--- config.mk ---
export PLATFORM = sky130hd
export DESIGN_NAME = alu_add_serial
export DESIGN_NICKNAME = d
export VERILOG_FILES = /design/src/rtl/alu_add_serial.sv
export SDC_FILE = /design/constraint.sdc
export NUM_CORES = 1
export LEC_CHECK = 0
export BUFFER_PORTS_ARGS = -buffer_cell sky130_fd_sc_hd__buf_2
export CAP_MARGIN = 20
export CORE_ASPECT_RATIO = 1.5
export CORE_MARGIN = 1.5
export CORE_UTILIZATION = 35
export CTS_BUF_LIST = sky130_fd_sc_hd__clkbuf_8
export CTS_CLUSTER_DIAMETER = 150
export CTS_CLUSTER_SIZE = 10
export DETAILED_ROUTE_END_ITERATION = 12
export PLACE_DENSITY = 0.57
export SKIP_CTS_REPAIR_TIMING = 1
export SLEW_MARGIN = 30
export SYNTH_ARGS = -nofsm -noshare
export SYNTH_HDL_FRONTEND = slang
export SYNTH_SLANG_ARGS = --single-unit
--- constraint.sdc ---
create_clock -name clk -period 8.4 [get_ports clk]
set_clock_uncertainty 0.15 [all_clocks]
set_input_delay 1.68 -clock clk [delete_from_list [all_inputs] [get_ports clk]]
set_output_delay 1.68 -clock clk [all_outputs]
set_load 0.01 [all_outputs]
--- src/rtl/alu_add_serial.sv ---
// rtl/alu_add_serial.sv - multi-cycle nibble-serial 32-bit add/subtract unit
//
// Purpose: adds or subtracts two WIDTH-bit operands one 4-bit carry-select
// slice per clock, least significant nibble first. It reports sum, carry,
// signed overflow and zero, and uses a start/busy/done handshake.
//
// Ports:
//   clk   in   1      rising-edge clock
//   rst   in   1      synchronous reset, active-high
//   start in   1      request, sampled only when IDLE or DONE
//   sub   in   1      0: a+b, 1: a-b (sampled with start)
//   a     in   WIDTH  operand A (sampled with start)
//   b     in   WIDTH  operand B (sampled with start)
//   busy  out  1      high while the slices are being computed
//   done  out  1      one-cycle pulse, results valid from this cycle
//   sum   out  WIDTH  result (modulo 2^WIDTH)
//   co    out  1      carry out of MSB (for sub: 1 = no borrow)
//   ov    out  1      signed overflow
//   zero  out  1      sum == 0
module alu_add_serial #(
    parameter int WIDTH = 32
) (
    input  logic             clk,
    input  logic             rst,
    input  logic             start,
    input  logic             sub,
    input  logic [WIDTH-1:0] a,
    input  logic [WIDTH-1:0] b,
    output logic             busy,
    output logic             done,
    output logic [WIDTH-1:0] sum,
    output logic             co,
    output logic             ov,
    output logic             zero
);

    localparam int N  = WIDTH / 4;
    localparam int IW = (N > 1) ? $clog2(N) : 1;

    typedef enum logic [1:0] {
        S_IDLE = 2'd0,
        S_RUN  = 2'd1,
        S_DONE = 2'd2
    } state_t;

    state_t           state_q, state_d;
    logic [WIDTH-1:0] op_a_q, op_b_q;
    logic [WIDTH-1:0] acc_q, acc_d;
    logic             carry_q;
    logic [IW-1:0]    idx_q;
    logic [WIDTH-1:0] sum_q;
    logic             co_q, ov_q, zero_q;

    logic             accept;
    logic             last_slice;
    logic [3:0]       a_nib, b_nib;
    logic [4:0]       slice_c0, slice_c1, slice_r;
    logic             carry_into_msb;

    // Operands may only be taken when no operation is in flight.
    assign accept     = start && (state_q != S_RUN);
    assign last_slice = (idx_q == IW'(N - 1));

    // Nibble select; {idx,2'b00} is the bit offset of slice idx.
    assign a_nib = op_a_q[{idx_q, 2'b00} +: 4];
    assign b_nib = op_b_q[{idx_q, 2'b00} +: 4];

    // Carry-select slice: both carry-in cases are formed in parallel and the
    // registered carry from the previous slice picks one.
    assign slice_c0 = {1'b0, a_nib} + {1'b0, b_nib};
    assign slice_c1 = {1'b0, a_nib} + {1'b0, b_nib} + 5'd1;
    assign slice_r  = carry_q ? slice_c1 : slice_c0;

    always_comb begin
        acc_d = acc_q;
        acc_d[{idx_q, 2'b00} +: 4] = slice_r[3:0];
    end

    // Sum bit = a ^ b ^ carry-in, so the carry into the MSB falls out directly.
    assign carry_into_msb = op_a_q[WIDTH-1] ^ op_b_q[WIDTH-1] ^ acc_d[WIDTH-1];

    // State register
    always_ff @(posedge clk) begin
        if (rst) begin
            state_q <= S_IDLE;
        end else begin
            state_q <= state_d;
        end
    end

    // Next-state logic
    always_comb begin
        state_d = state_q;
        case (state_q)
            S_IDLE:  state_d = start ? S_RUN : S_IDLE;
            S_RUN:   state_d = last_slice ? S_DONE : S_RUN;
            S_DONE:  state_d = start ? S_RUN : S_IDLE;
            default: state_d = S_IDLE;
        endcase
    end

    // Output decode
    always_comb begin
        busy = (state_q == S_RUN);
        done = (state_q == S_DONE);
    end

    // Datapath registers
    always_ff @(posedge clk) begin
        if (rst) begin
            op_a_q  <= '0;
            op_b_q  <= '0;
            acc_q   <= '0;
            carry_q <= 1'b0;
            idx_q   <= '0;
            sum_q   <= '0;
            co_q    <= 1'b0;
            ov_q    <= 1'b0;
            zero_q  <= 1'b0;
        end else if (accept) begin
            // Subtraction is a + ~b + 1; the +1 enters as the initial carry.
            op_a_q  <= a;
            op_b_q  <= sub ? ~b : b;
            carry_q <= sub;
            idx_q   <= '0;
        end else if (state_q == S_RUN) begin
            acc_q   <= acc_d;
            carry_q <= slice_r[4];
            idx_q   <= idx_q + IW'(1);
            // Visible results change only once, on the edge entering DONE.
            if (last_slice) begin
                sum_q  <= acc_d;
                co_q   <= slice_r[4];
                ov_q   <= carry_into_msb ^ slice_r[4];
                zero_q <= (acc_d == '0);
            end
        end
    end

    assign sum  = sum_q;
    assign co   = co_q;
    assign ov   = ov_q;
    assign zero = zero_q;

endmodule

==> results.md <==
- Status: completed
- Yosys warns: 0
- Global-route wire length before repair: 26700 um
- # H-tree levels: 4
- Starting DRC count in detailed routing: roughly 290
- Clock sink count: 137
- Total track usage: 0.178
- IO Port Bufs: 104
- Critical path launch point type: register
- Initial core utilization: 0.358
- Met3 Track Usage GR: 0.0354
- Post-route ant nets: 0
- Die H: 169 um
- Die W: 114 um
- Top cells by area, synth: dfxtp_1 43%, a211oi_1 11%, nor2_1 7.4%
- Max Cap Violations: 0
- Final Hold Fails: 0
- Area delta synth->final: 16.4%
- Max frequency: between 200 and 250 MHz
- Largest net degree at the start of global routing: 97
- Met2 GRT Util: 0.320
- Via count: 5328
- Met1 usage: 0.207
- Layout Utilization: 0.417
- CP arrival: 4.64 ns
- RSZ-0062 raised after global routing: false
- HPWL after DPL: ~12000 um
- Initial antenna violation count: 1
- Num CTS Buffers: 17
- Drc violations: 0
- Crit. End Element: register
- Actual slew at the worst max-slew pin: 0.873 ns
- Hold WS: 0.307 ns
- Final setup vio count: 0
- Nets@finish: 891
- Count of cell types in the netlist: 48
- Period utilization: 0.528
- Req. time, crit path: around 8.6 ns
- Busiest layer in global routing: met2
- Commonest non-fill, non-tap cell in the layout: dfxtp_1
- Layout cell share with drive strength beyond 1: 0.210
- Synth top area share: 0.427
- Crit Path Max Fanout: 31
- Clk_lat worst skew: about 0.45 ns
- Cell Count, Final, Fillers Out: 1040
- Clock root cell: clkbuf_8
- CTS clock-pin slew for the worst setup and hold paths: ~0.090 ns
- Power Density: roughly 210 nW/um2
- Final min period: 4.43 ns
- Register area share after synthesis: 0.427
- Design Power: 1.54 mW
- Core area: 17900 um2
- Vias per cell: 5.12
- Grt total ovfl: 0
- Fillers: 1882
- Hold Crit Class: reg -> reg
- Antenna fix cells: 0
- WL/cell: 16.0 um
- Static leakage: 2.85 nW
- Worst slew margin: 0.414
- Max clock buf depth: 2
- Final Slew Violations: 0
- Final wirelength: roughly 17000 um
- Die area: 19200 um2
- TNS Setup: 0 ns
- Mapped Cells: 742
- Number of synthesized register bits: 137
- DP Cell Count: around 1.0k
- Most frequent cells in the layout: 137 x dfxtp_1, 126 x nor2_1, 103 x buf_2
- Row cnt: 60
- Largest area contributor in the netlist: dfxtp_1
- Drt first pass iters: 5
- Final GP Congestion: 0.832
- Maximum vdd drop: 0.0000881 V
- Vias in the first global route: just over 5k
- I/O pins: 105
- Crit Path Class: reg -> reg
- Synth Area per Inst: about 8.7 um2
- Syn Std Cell Area: 6430 um2
- Post-Syn Nets: 823
- CTS tree: done
==> cells in the mapped netlist, drive strengths merged <==
| master | n |
|---|---|
| clkinv | 1 |
| xor2 | 1 |
| o31ai | 3 |
| or3b | 2 |
| a2bb2oi | 1 |
| nand3b | 8 |
| or2 | 1 |
| and3 | 2 |
| clkbuf | 44 |
| nand2 | 101 |
| xnor3 | 1 |
| a21o | 1 |
| o311ai | 2 |
| nor2b | 2 |
| nand4 | 5 |
| a211oi | 93 |
| o21ai | 7 |
| mux2i | 14 |
| xnor2 | 39 |
| nor3 | 12 |
| o211ai | 2 |
| nand3 | 9 |
| o311a | 1 |
| nor4 | 1 |
| fa | 1 |
| and2 | 2 |
| a22oi | 13 |
| and4 | 1 |
| or4b | 1 |
| a2111oi | 1 |
| a311oi | 1 |
| inv | 4 |
| dfxtp | 137 |
| or3 | 1 |
| ha | 12 |
| nor2 | 127 |
| mux4 | 16 |
| nand2b | 1 |
| buf | 18 |
| a21oi | 52 |
| a32oi | 1 |
==> per-stage QoR <==
| step | worst slack, ns | cell area (um2) |
|---|---|---|
| global route | 3.61 | 7480 |
| finish | 3.97 | 7480 |
| detailed placement | 3.97 | 7060 |
| global placement | 4.15 | 7040 |
| floorplan | 4.33 | 6430 |
| CTS | 3.94 | 7480 |
==> per-layer routing <==
metal / vias to the layer above / share of wire
met5: - / 0
li1: 2761 / -
met2: 103 / 0.54
met3: 22 / 0.030
met4: 0 / 0.017
met1: 2442 / 0.42
==> flip-flops by register name, indices dropped and copies added, names as in the netlist <==
name	flops
idx_q	3
op_a_q	32
sum	32
acc_q	32
carry_q	1
op_b_q	32
co	1
ov	1
zero	1
state_q	2
==> power breakdown <==
group / switching (mW) / internal, mW / leakage (nW) / total (mW)
Clock: 0.281 / 0.309 / 0.216 / 0.590
Combinational: 0.145 / 0.0990 / 1.51 / 0.244
Sequential: 0.0240 / 0.685 / 1.12 / 0.709
==> worst paths after layout <==
path	end	slack (ns)	start	cells after the start
max	zero	3.97	idx_q[0]	14
min	op_a_q[5]	0.31	op_a_q[5]	2
max reg2reg	zero	3.97	idx_q[0]	14
min reg2reg	op_a_q[5]	0.31	op_a_q[5]	2
==> area by class of cell <==
| cell class | count | area [um2] | area share |
|---|---|---|---|
| clock buffer | 18 | 248 | 0.0331 |
| inverter | 5 | 18.8 | 0.00251 |
| sequential | 137 | 2740 | 0.366 |
| multi-input combinational | 538 | 3450 | 0.461 |
| tap | 217 | 272 | 0.0363 |
| clock inverter | 14 | 181 | 0.0242 |
| timing repair buffer | 111 | 576 | 0.0769 |
==> critical path: stages, from the launching register on <==
cell and delay (ns):
dfxtp_1 0.31, buf_4 0.39, mux4_2 0.57, nand2_1 0.08
nand2_1 0.07, ha_1 0.22, fa_1 0.52, ha_1 0.34
mux2i_1 0.67, nor2_1 0.15, mux2i_1 0.24, nand4_1 0.14
nor3_1 0.18, nand4_1 0.10, o31ai_1 0.21
==> cells by family (layout without fill, tap and decap cells) <==
| kind of cell | Yosys count | in the layout | synth area share |
|---|---|---|---|
| DFF | 137 | 137 | 0.427 |
| AOI/OAI and AO/OA | 178 | 178 | 0.188 |
| xor gates and xnor gates | 41 | 41 | 0.0592 |
| muxes | 30 | 30 | 0.0778 |
| adders and majority gates | 13 | 13 | 0.0265 |
| and+or+nand+nor | 276 | 276 | 0.181 |
| buffers and inverters | 67 | 148 | 0.0407 |
(Power assumes the default switching activity.)
